[config.mk]
export PLATFORM = sky130hd
export DESIGN_NAME = pwm_apb_multi
export DESIGN_NICKNAME = d
export VERILOG_FILES = /design/src/rtl/pwm_apb_multi.sv
export SDC_FILE = /design/constraint.sdc
export NUM_CORES = 1
export LEC_CHECK = 0
export ABC_AREA = 1
export BUFFER_PORTS_ARGS = -buffer_cell sky130_fd_sc_hd__buf_4
export CAP_MARGIN = 20
export CORE_ASPECT_RATIO = 1.4
export CORE_MARGIN = 1.5
export CORE_UTILIZATION = 30
export DETAILED_ROUTE_END_ITERATION = 10
export GPL_TIMING_DRIVEN = 0
export PLACE_DENSITY = 0.45
export SETUP_SLACK_MARGIN = 0.02
export SLEW_MARGIN = 20
export SYNTH_ARGS = -nofsm -noshare
export SYNTH_HDL_FRONTEND = slang
export SYNTH_SLANG_ARGS = --single-unit
[constraint.sdc]
create_clock -name PCLK -period 12.1 [get_ports PCLK]
set_input_delay 3.025 -clock PCLK [delete_from_list [all_inputs] [get_ports PCLK]]
set_output_delay 3.025 -clock PCLK [all_outputs]
set_load 0.05 [all_outputs]
[src/rtl/pwm_apb_multi.sv]
// pwm_apb_multi -- NUM_CH independent PWM channels behind one APB3 slave.
//
// A shared prescaler produces the count tick. Each channel has buffered
// PERIOD/DUTY registers that are copied into active shadows only at load
// points, so software can update them at any time without glitching the
// current period. Channels run edge-aligned or centre-aligned, and each
// output can be inverted.
//
// Ports:
//   PCLK            fabric clock, all logic on the rising edge
//   PRESET          synchronous reset, active-high
//   PSEL/PENABLE/PWRITE/PADDR/PWDATA   APB3 request (only PADDR[7:0] decoded)
//   PREADY          tied 1, zero wait states
//   PSLVERR         unmapped access or write to a read-only register
//   PRDATA          combinational read data, 0 when PSEL is low
//   pwm_out         registered PWM outputs, bit n = channel n
//
// Register map (byte offsets):
//   0x00 GCTRL     bit0 global enable, bit1 sync restart (self-clearing)
//   0x04 PRESCALE
//   0x10+0x10*n    PERIOD_n buffer
//   0x14+0x10*n    DUTY_n buffer
//   0x18+0x10*n    CFG_n: bit0 enable, bit1 invert, bit2 centre mode
//   0x1C+0x10*n    COUNT_n (read-only)
module pwm_apb_multi #(
  parameter int NUM_CH    = 4,
  parameter int CNT_WIDTH = 16,
  parameter int PRE_WIDTH = 16
) (
  input  logic              PCLK,
  input  logic              PRESET,
  input  logic              PSEL,
  input  logic              PENABLE,
  input  logic              PWRITE,
  input  logic [31:0]       PADDR,
  input  logic [31:0]       PWDATA,
  output logic              PREADY,
  output logic              PSLVERR,
  output logic [31:0]       PRDATA,
  output logic [NUM_CH-1:0] pwm_out
);

  localparam logic [1:0]           R_PER  = 2'd0;
  localparam logic [1:0]           R_DUTY = 2'd1;
  localparam logic [1:0]           R_CFG  = 2'd2;
  localparam logic [1:0]           R_CNT  = 2'd3;
  localparam logic [CNT_WIDTH-1:0] CNT_ONE = CNT_WIDTH'(1);
  localparam logic [PRE_WIDTH-1:0] PRE_ONE = PRE_WIDTH'(1);

  // Global state
  logic                 gen_en;
  logic [PRE_WIDTH-1:0] prescale;
  logic [PRE_WIDTH-1:0] pre_cnt;

  // Per-channel state
  logic [CNT_WIDTH-1:0] per_b  [NUM_CH];
  logic [CNT_WIDTH-1:0] duty_b [NUM_CH];
  logic [2:0]           cfg    [NUM_CH];
  logic [CNT_WIDTH-1:0] per_a  [NUM_CH];
  logic [CNT_WIDTH-1:0] duty_a [NUM_CH];
  logic [CNT_WIDTH-1:0] cnt    [NUM_CH];
  logic [NUM_CH-1:0]    dir_dn;
  logic [NUM_CH-1:0]    pwm_p1;

  // Decode and next-value terms
  logic [7:0]           addr;
  logic                 is_gctrl, is_pre, mapped, ro;
  logic                 wr_ok, restart, tick;
  logic [NUM_CH-1:0]    ch_hit, en_rise, mode_chg;
  logic [CNT_WIDTH-1:0] per_nx  [NUM_CH];
  logic [CNT_WIDTH-1:0] duty_nx [NUM_CH];
  logic [2:0]           cfg_nx  [NUM_CH];
  logic                 unused_bits;

  assign addr        = PADDR[7:0];
  assign unused_bits = ^{PADDR[31:8], PWDATA};
  assign PREADY      = 1'b1;

  always_comb begin
    is_gctrl = (addr == 8'h00);
    is_pre   = (addr == 8'h04);
    for (int i = 0; i < NUM_CH; i++) begin
      ch_hit[i] = (addr[7:4] == 4'(i + 1)) && (addr[1:0] == 2'b00);
    end
    mapped = is_gctrl | is_pre | (|ch_hit);
    ro     = (|ch_hit) && (addr[3:2] == R_CNT);
  end

  assign PSLVERR = PSEL & PENABLE & (~mapped | (PWRITE & ro));
  assign wr_ok   = PSEL & PENABLE & PWRITE & mapped & ~ro;
  assign restart = wr_ok & is_gctrl & PWDATA[1];
  // >= rather than == so that shrinking PRESCALE below the running count
  // wraps immediately instead of running the counter all the way around.
  assign tick    = gen_en & (pre_cnt >= prescale);

  // Buffer values as they will be after this edge; load points sample these
  // so a write landing on a load point is the value that gets loaded.
  always_comb begin
    for (int i = 0; i < NUM_CH; i++) begin
      per_nx[i]   = (wr_ok && ch_hit[i] && addr[3:2] == R_PER)
                    ? PWDATA[CNT_WIDTH-1:0] : per_b[i];
      duty_nx[i]  = (wr_ok && ch_hit[i] && addr[3:2] == R_DUTY)
                    ? PWDATA[CNT_WIDTH-1:0] : duty_b[i];
      cfg_nx[i]   = (wr_ok && ch_hit[i] && addr[3:2] == R_CFG)
                    ? PWDATA[2:0] : cfg[i];
      en_rise[i]  = cfg_nx[i][0] & ~cfg[i][0];
      mode_chg[i] = cfg_nx[i][2] ^ cfg[i][2];
    end
  end

  always_comb begin
    PRDATA = '0;
    if (PSEL) begin
      if (is_gctrl) PRDATA[0] = gen_en;
      if (is_pre)   PRDATA[PRE_WIDTH-1:0] = prescale;
      for (int i = 0; i < NUM_CH; i++) begin
        if (ch_hit[i]) begin
          case (addr[3:2])
            R_PER:   PRDATA[CNT_WIDTH-1:0] = per_b[i];
            R_DUTY:  PRDATA[CNT_WIDTH-1:0] = duty_b[i];
            R_CFG:   PRDATA[2:0]           = cfg[i];
            default: PRDATA[CNT_WIDTH-1:0] = cnt[i];
          endcase
        end
      end
    end
  end

  always_ff @(posedge PCLK) begin
    if (PRESET) begin
      gen_en   <= 1'b0;
      prescale <= '0;
      pre_cnt  <= '0;
      dir_dn   <= '0;
      pwm_p1   <= '0;
      for (int i = 0; i < NUM_CH; i++) begin
        per_b[i]  <= '0;
        duty_b[i] <= '0;
        cfg[i]    <= '0;
        per_a[i]  <= '0;
        duty_a[i] <= '0;
        cnt[i]    <= '0;
      end
    end else begin
      if (wr_ok && is_gctrl) gen_en   <= PWDATA[0];
      if (wr_ok && is_pre)   prescale <= PWDATA[PRE_WIDTH-1:0];

      if (restart || !gen_en || tick) pre_cnt <= '0;
      else                            pre_cnt <= pre_cnt + PRE_ONE;

      for (int i = 0; i < NUM_CH; i++) begin
        per_b[i]  <= per_nx[i];
        duty_b[i] <= duty_nx[i];
        cfg[i]    <= cfg_nx[i];

        if (restart || en_rise[i]) begin
          cnt[i]    <= '0;
          dir_dn[i] <= 1'b0;
          per_a[i]  <= per_nx[i];
          duty_a[i] <= duty_nx[i];
        end else if (!cfg_nx[i][0] || mode_chg[i]) begin
          cnt[i]    <= '0;
          dir_dn[i] <= 1'b0;
        end else if (tick) begin
          if (!cfg[i][2]) begin
            // Edge-aligned: 0..per_a, reload at wrap.
            if (cnt[i] >= per_a[i]) begin
              cnt[i]    <= '0;
              per_a[i]  <= per_nx[i];
              duty_a[i] <= duty_nx[i];
            end else begin
              cnt[i] <= cnt[i] + CNT_ONE;
            end
          end else if (per_a[i] == '0) begin
            // Degenerate centre period: parked at 0 but still reloading so
            // a new period can be picked up.
            cnt[i]    <= '0;
            dir_dn[i] <= 1'b0;
            per_a[i]  <= per_nx[i];
            duty_a[i] <= duty_nx[i];
          end else if (!dir_dn[i]) begin
            if (cnt[i] >= per_a[i]) begin
              // Turn around; per_a == 1 turns straight back into the next
              // period, so it reloads here rather than on the way down.
              cnt[i] <= per_a[i] - CNT_ONE;
              if (per_a[i] == CNT_ONE) begin
                per_a[i]  <= per_nx[i];
                duty_a[i] <= duty_nx[i];
              end else begin
                dir_dn[i] <= 1'b1;
              end
            end else begin
              cnt[i] <= cnt[i] + CNT_ONE;
            end
          end else if (cnt[i] <= CNT_ONE) begin
            // Arriving at 0 ends the period: flip to up and reload, so the
            // new shadows already drive the level at cnt == 0.
            cnt[i]    <= '0;
            dir_dn[i] <= 1'b0;
            per_a[i]  <= per_nx[i];
            duty_a[i] <= duty_nx[i];
          end else begin
            cnt[i] <= cnt[i] - CNT_ONE;
          end
        end

        // ---- stage p1: registered output level ----
        pwm_p1[i] <= (cfg[i][0] && gen_en) ? ((cnt[i] < duty_a[i]) ^ cfg[i][1])
                                           : cfg[i][1];
      end
    end
  end

  assign pwm_out = pwm_p1;

endmodule

==> Word-level counts from Yosys, hierarchy flattened <==
Memories as Yosys holds them, arrays and structs flattened.
Index checks and enable logic that the tools add are counted.
{ "op_classes": {"addsub": 13, "magnitude_cmp": 13, "n_eq_ne": 12, "mux": 427, "n_bitwise": 118, "n_reduce_logical": 59} }
{ "ops": {"columns": ["op", "count"], "rows": [
  ["two-way mux 16 bit", 99],
  ["two-way mux 1 bit", 312],
  ["case mux 13 bit (3 select lines)", 4],
  ["subtractor 16 x 1 -> 16 bit, second input constant", 8],
  ["bitwise OR 1 bit", 91],
  ["adder 16 x 1 -> 16 bit, second input constant", 5],
  [">= comparator 16 bit", 5],
  ["equality test 16 x 1 -> 1 bit, second input constant", 4],
  ["<= comparator 16 x 1 -> 1 bit, second input constant", 4],
  ["zero test 16 bit", 4],
  ["less-than comparator 16 bit", 4],
  ["case mux 3 bit (3 select lines)", 4],
  ["logical AND 1 bit", 27],
  ["two-way mux 3 bit", 8],
  ["bitwise AND 1 bit", 13],
  ["OR reduction 3 bit", 4],
  ["logical OR 1 bit", 10],
  ["equality test 4 x 2 -> 1 bit, second input constant", 2],
  ["equality test 8 x 3 -> 1 bit, second input constant", 1],
  ["zero test 8 bit", 1],
  ["AND reduction 2 bit", 4],
  ["XOR 1 bit", 8],
  ["NOT 1 bit", 6],
  ["zero test 1 bit", 5],
  ["7 further kinds", 9]
]} }
{ "totals": {"ff_bits": 41, "ramBits": 332, "in_bits": 69, "out_inout_bits": 38, "word_cells": 656, "n_memories": 6} }
{ "mem_list": {"columns": ["memory", "depth", "width", "rd", "rd_ports_with_merged_regs", "write_ports", "line", "rtl"], "rows": [
  ["cnt", 4, 16, 4, 0, 4, "61", "logic [CNT_WIDTH-1:0] cnt [NUM_CH];"],
  ["duty_a", 4, 16, 4, 0, 4, "60", "logic [CNT_WIDTH-1:0] duty_a [NUM_CH];"],
  ["duty_b", 4, 16, 4, 0, 4, "57", "logic [CNT_WIDTH-1:0] duty_b [NUM_CH];"],
  ["per_a", 4, 16, 4, 0, 4, "59", "logic [CNT_WIDTH-1:0] per_a [NUM_CH];"],
  ["per_b", 4, 16, 4, 0, 4, "56", "logic [CNT_WIDTH-1:0] per_b [NUM_CH];"],
  ["cfg", 4, 3, 4, 0, 4, "58", "logic [2:0] cfg [NUM_CH];"]
]} }

==> Depth between registers and ports, before layout <==
Gate-level depths: netlist (run 1).
{ "logic_depth": {"ltp_word": 23, "depth_mapped": 19, "ltp_nobuf": 19} }

==> Least setup slack after synthesis (run 1) <==
Ideal clock, no wire load.
{ "synth_timing": {"path_type": "input to output", "startpoint": "in PADDR[3]", "endpoint": "out PRDATA[0]", "arrival_ns": 6.819, "required_time_ns": 9.075, "setup_slack_ns": 2.256, "path_stages": 12, "path_buffers": 5, "cell_sequence": "buf_4 inv_2 buf_2 nor2_2 buf_4 buf_4 inv_1 buf_2 o22ai_1 a21oi_1 a32o_1 a2111oi_0"} }
{ "synth_via": {"elab_chain_cells": 9, "elab_cells_between_ends": 17, "classes_between": "eq/ne: 3; mux: 12; reduce/logical: 2"} }
{ "synth_rtl": {"columns": ["element", "line", "rtl"], "rows": [
  ["from (decl)", "35", "input logic [31:0] PADDR,"],
  ["zero test 8 bit", "80", "is_gctrl = (addr == 8'h00);"],
  ["two-way mux 1 bit", "114", "if (is_gctrl) PRDATA[0] = gen_en;"],
  ["two-way mux 16 bit", "115", "if (is_pre) PRDATA[PRE_WIDTH-1:0] = prescale;"],
  ["two-way mux 16 bit", "113", "if (PSEL) begin"],
  ["two-way mux 16 bit (3 in series)", "117", "if (ch_hit[i]) begin"],
  ["two-way mux 16 bit (*)", "117", null],
  ["two-way mux 16 bit (*)", "113", null],
  ["to (decl)", "39", "output logic [31:0] PRDATA,"]
]} }
Mark *: on every way between the ends. The rest lies on a longest branch, timed or not. The select of a mux whose other input is x is not followed.

==> Worst setup path in the final report (run 1) <==
{ "layout_timing": {"startpoint": "in PADDR[2]", "endpoint": "out PRDATA[3]"} }
{ "layout_via": {"elab_chain_cells": 12, "elab_cells_between_ends": 15, "classes_between": "eq/ne: 3; mux: 11; reduce/logical: 1"} }
{ "layout_rtl": {"columns": ["element", "line", "rtl"], "rows": [
  ["equality test 8 x 3 -> 1 bit", "81", "is_pre = (addr == 8'h04);"],
  ["two-way mux 16 bit", "115", null],
  ["two-way mux 16 bit", "113", null],
  ["case mux 13 bit (3 select lines)", "118", "case (addr[3:2])"],
  ["two-way mux 16 bit", "117", null],
  ["case mux 13 bit (3 select lines)", "118", null],
  ["two-way mux 16 bit", "117", null],
  ["case mux 13 bit (3 select lines)", "118", null],
  ["two-way mux 16 bit", "117", null],
  ["case mux 13 bit (3 select lines)", "118", null],
  ["two-way mux 16 bit (*)", "117", null],
  ["two-way mux 16 bit (*)", "113", null]
]} }
Marked as above.

==> results of run 1 <==
==> logic make-up (layout without fill, tap and decap cells) <==
| logic type | Yosys count | after routing |
|---|---|---|
| AOI/OAI and AO/OA | 596 | 596 |
| xor gates and xnor gates | 118 | 118 |
| adders and majority gates | 161 | 161 |
| buffers and inverters | 769 | 900 |
| DFF | 373 | 373 |
| other | 2 | 18 |
| and+or+nand+nor | 1461 | 1461 |
==> critical path: cells and delay by family <==
family                 cells  cell delay (ns)
buffers and inverters      6             2.05
AND/OR/NAND/NOR            2             1.42
AO/OA/AOI/OAI              2             0.56
==> final cells by class <==
class,instances,area (um^2)
multi-input cells,2353,13300
inverters,603,2260
clock buffers,71,1370
well taps,1088,1360
flip-flops and latches,373,9390
clock inverters,11,91.3
fillers,9072,55600
repair buffers,49,408
plain buffers,166,821
diodes,1,2.50
==> power by group through the flow <==
stage / logic, uW / clock network (uW) / registers [uW]
after floorplan: 168 / 0 / 1390
after global placement: 267 / 0 / 1400
after detailed placement: 271 / 0 / 1400
after CTS: 273 / 1420 / 1380
after global routing: 299 / 1460 / 1380
final: 275 / 1390 / 1370
==> sequential cells by signal, summed over array words and instances, names as in the netlist <==
register / cells
per_b: 64
per_a: 64
gen_en: 1
duty_b: 64
pre_cnt: 16
duty_a: 64
cfg: 12
pwm_out: 4
prescale: 16
dir_dn: 4
cnt: 64
==> metal layers <==
layer  vias up  GRT usage [%]
li1      11799              -
met1     11239           26.5
met2       687           43.0
met3       250           2.98
met4         2           13.0
met5         -              0
==> cell usage after synthesis, types with 23 or more instances <==
cell      count
inv_1       584
nand2_1     516
nor2_1      423
o21ai_0     205
nand3_1     197
edfxtp_1    192
dfxtp_1     181
a21oi_1     175
nand4_1     162
ha_1        161
xor2_1      114
clkbuf_1     97
nor3_1       61
o22ai_1      38
o211ai_1     36
buf_4        33
nor2_2       30
o21a_1       29
a211oi_1     26
buf_2        23
==> worst max-delay path by stage <==
| stage | from | to | slack (ns) | depth (start not counted) |
|---|---|---|---|---|
| 2_1_floorplan | PADDR[3] | PRDATA[0] | 2.26 | 12 |
| 3_3_place_gp | PADDR[2] | PRDATA[1] | 1.74 | 11 |
| 3_5_place_dp | PADDR[2] | PRDATA[3] | 2.14 | 10 |
| 4_1_cts | PADDR[2] | PRDATA[3] | 2.13 | 10 |
| 5_1_grt | PADDR[2] | PRDATA[11] | 2.00 | 12 |
| 6_report | PADDR[2] | PRDATA[3] | 1.99 | 10 |
==> through the flow <==
| step | power (uW) | cell area (um^2) |
|---|---|---|
| CTS | 3070 | 29000 |
| global placement | 1670 | 27400 |
| global route | 3140 | 29000 |
| finish | 3040 | 29000 |
| floorplan | 1560 | 25800 |
| detailed placement | 1670 | 27600 |
==> flow_summary.ini, run 1 <==
[drt]
routedWlPerCell_um = 22.0
vias = 23977
drc = 0
ant_nets = 0
dr.first_iter.drc_count = 1735
first_pass_iters = 5
top_layer = met5
wl_met3_mm = 4.63
routed_wl_mm = 104
wirelength_met1_mm = 40.7
vias_per_cell = 5.09
wl_met2_mm = 52.3

[placement]
place_hpwl_mm = 82.1
routabilityCongestion = 0.978
place_ws_ns = 2.14
dp.cells = 4632
numPortBuffers = 40

[synth]
synth-xor-area-share_pct = 4.02
yosys_warnings = 0
synth-simple-area-share_pct = 25.8
synth-compound-area-share_pct = 13.8
seq_area_frac_synth_pct = 36.5
synth_fa_ha_area_share_pct = 7.83
synth_seq_cells = 373
syn_inst = 3480
synth_area_um2 = 25700
synth_top_family_by_area = simple AND/OR/NAND/NOR gates
async_flop_share_pct = 0
synthMuxAreaShare_pct = 0
synth.area.top_cells = edfxtp_1 22%, dfxtp_1 14%, inv_1 8.5%, ha_1 7.8%, nand2_1 7.5%
synth_top_area_share_pct = 22.4
yosys_most_used_dff = edfxtp_1
ys_types = 53
synth_top_area_cell = edfxtp_1
synth_edf_count = 192
syn_area_per_cell_um2 = 7.39

[setup_path]
cpMaxStageDelayCell = nor2_2
timing.rr.end = cnt[0][12]
crit_chain = buf_2, clkinv_1, nor2_2, inv_1, clkbuf_1, buf_1, o221ai_1, a21oi_1, nor3_1, buf_4
crit_fanout = 10
rr_startpoint = prescale[15]
cp_data_arrival_time_ns = 7.08
ff2ff_path_depth = 17
cp.required_ns = 9.07
critPathKind = input port to primary output
r2r_slack_ns = 7.80
end_kind = primary output
worstSetupStartpointType = input port
slowest_delay_ns = 0.80

[sta]
grt_setup_unrepaired = false
setup-violations-final = 0
worstMarginPinSlew_ns = 1.11
layout_setup_ws_ns = 1.99
timing.hold.ws_ns = 0.466
hold_viol_final = 0
slew_headroom_pct = 25.9
report.final.slew_viol_count = 0
fin_worst_skew_ns = 0.0378
max_freq_ghz = 0.0989
tns_ns = 0
post-route-period-util_pct = 83.5
period_minus_slack_ns = 10.11

[clock_tree]
hold_buffers = 0
cts_made_buffers = 44
cts_buffer_depth = 3
postCtsSetupBuffers = 0
cts_tree = done
htreeDepth = 2
cts_resized = 0
clk_latency_ns = 0.62
cts.sinks = 373
cts-root-buf = clkbuf_16
path_clk_slew_ns = 0.06

[finish]
final_util_pct = 34.3
layout_common_cells = 584 x inv_1, 514 x nand2_1, 423 x nor2_1
mostFrequentLayoutCell = inv_1
nets = 3820
area_growth_pct = 12.9
fin_cells = 4715
drive_above_1_share_pct = 7.92

[flow_run]
cap_violations = 0

[grt]
grt_use_total_pct = 23.6
grt_pass1_wl_mm = 153
antenna_found_initial = 2
grt_max_degree = 33
grt.overflow.total = 0
grt_pass1_vias = 23752

[status]
status = complete, no violations

[worst_hold_path]
holdCritPathClass = flip-flop to flip-flop
min_path_cells = 1
worstHoldStart = pre_cnt[0]
hold_end = pre_cnt[0]

[power]
irDropWorstVdd_mv = 0.100
powerDensity_nw_per_um2 = 105
seqPwrFrac_pct = 45.2
p_int_uw = 2220
pwr-share-comb_pct = 9.0
power_switching_uw = 822
leakage_uw = 0.0129
swShare_pct = 27.1
clockPowerShare_pct = 45.7

[die]
die_w_um = 250
ioPinCount = 107
rows = 126
die-area_um2 = 87500
floorplan.initialDensity_pct = 30.4
core_area_um2 = 84700
die_h_um = 349
(Power assumes the default switching activity.)
==> run 2: changes to the inputs <==
- PLACE_DENSITY: 0.45 -> 0.46
- clock period: 12.1 -> 9.1 ns (I/O delays scaled with it)
==> flow_summary.ini, run 2 (synthesis gave the netlist of run 1 again) <==
[die]
core_area_um2 = 84700
rows = 126
die_w_um = 250
floorplan.initialDensity_pct = 30.4
die_h_um = 349
die-area_um2 = 87500
ioPinCount = 107

[sta]
slew_headroom_pct = 23.5
worstMarginPinSlew_ns = 1.15
report.final.slew_viol_count = 0
max_freq_ghz = 0.115
fin_worst_skew_ns = 0.0397
tns_ns = 0
layout_setup_ws_ns = 0.374
grt_setup_unrepaired = false
hold_viol_final = 0
setup-violations-final = 0
period_minus_slack_ns = 8.73
post-route-period-util_pct = 95.9
timing.hold.ws_ns = 0.464

[clock_tree]
cts_buffer_depth = 3
clk_latency_ns = 0.63
cts_resized = 0
postCtsSetupBuffers = 0
cts.sinks = 373
path_clk_slew_ns = 0.06
htreeDepth = 2
hold_buffers = 0
cts_made_buffers = 45
cts_tree = done
cts-root-buf = clkbuf_16

[drt]
first_pass_iters = 7
routed_wl_mm = 102
vias = 23785
ant_nets = 0
vias_per_cell = 5.04
routedWlPerCell_um = 21.7
dr.first_iter.drc_count = 1624
drc = 0

[setup_path]
slowest_delay_ns = 0.88
crit_fanout = 10
cp.depth = 12
cpMaxStageDelayCell = a221oi_1
cpLargestDelayFamily = buffers and inverters
end_kind = primary output
ff2ff_path_depth = 17
cp_data_arrival_time_ns = 6.45
crit_chain = buf_2, clkinv_1, nor2_2, inv_1, clkbuf_1, o22ai_1, nor3_1, a221oi_1, o21ai_0, nor2_1, nor2_1, buf_4
cp.required_ns = 6.83
worstSetupStartpointType = input port
critPathBufInv = 5
critPathMostFrequentCell = nor2_1
critPathKind = input port to primary output

[grt]
antenna_found_initial = 3
grt_pass1_vias = 23687
grt_use_total_pct = 23.2
grt.overflow.total = 0
grt_max_degree = 33
grt_pass1_wl_mm = 151

[worst_hold_path]
min_path_cells = 1
holdCritPathClass = flip-flop to flip-flop

[power]
powerDensity_nw_per_um2 = 142
leakage_uw = 0.0129
irDropWorstVdd_mv = 0.123

[placement]
numPortBuffers = 40
place_hpwl_mm = 81.3
routabilityCongestion = 0.993
place_ws_ns = 0.584

[finish]
mostFrequentLayoutCell = inv_1
drive_above_1_share_pct = 8.00
area_growth_pct = 13.2
layout_common_cells = 584 x inv_1, 514 x nand2_1, 423 x nor2_1
nets = 3820

[status]
status = complete, no violations

[flow_run]
cap_violations = 0
-- run 2: worst paths after layout --
path           startpoint    endpoint  slack, ns
min reg2reg    pre_cnt[0]  pre_cnt[0]       0.46
max reg2reg  prescale[15]  cnt[0][12]       4.84
min            pre_cnt[0]  pre_cnt[0]       0.46
max              PADDR[2]  PRDATA[11]       0.37
-- run 2: cell type report --
cell class,count,area [um^2]
Sequential cell,373,9390
Inverter,603,2260
Tap cell,1088,1360
Antenna cell,1,2.50
Clock buffer,72,1480
Multi-Input combinational cell,2353,13300
Buffer,166,821
Timing Repair Buffer,48,397
Fill cell,9049,55500
Clock inverter,11,88.8
-- run 2: through the flow --
step / util [%] / instance area (um^2) / instances / power (uW)
after CTS: 34.4 / 29100 / 4713 / 4170
final: 34.4 / 29100 / 4715 / 4140
after detailed placement: 32.5 / 27500 / 4630 / 2220
after global routing: 34.4 / 29100 / 4714 / 4260
after floorplan: - / 25800 / 3495 / 2070
after global placement: 32.4 / 27400 / 4623 / 2220
-- run 2: worst reg2reg max path, delay by kind of cell, from the launching register on --
family,cells,cell delay (ns)
DFF,1,0.31
buffers and inverters,5,1.11
adders and majority gates,1,0.32
AOI/OAI and AO/OA,3,0.33
and+or+nand+nor,8,1.66
-- run 2: power by group --
group          switching, uW  leakage, uW  total (uW)  internal, uW
clock network            808     0.000783        1950          1140
logic                    268      0.00863         361          93.1
registers               36.9      0.00351        1830          1790
-- run 2: routing by layer --
metal	wire (um)	up-vias	part of all wire (%)	global-route usage [%]
li1	-	11782	-	-
met1	39800	11083	39	25.8
met2	51000	669	50	42.3
met3	4960	251	4.8	3.22
met4	6450	0	6.3	13.1
met5	0	-	0	0
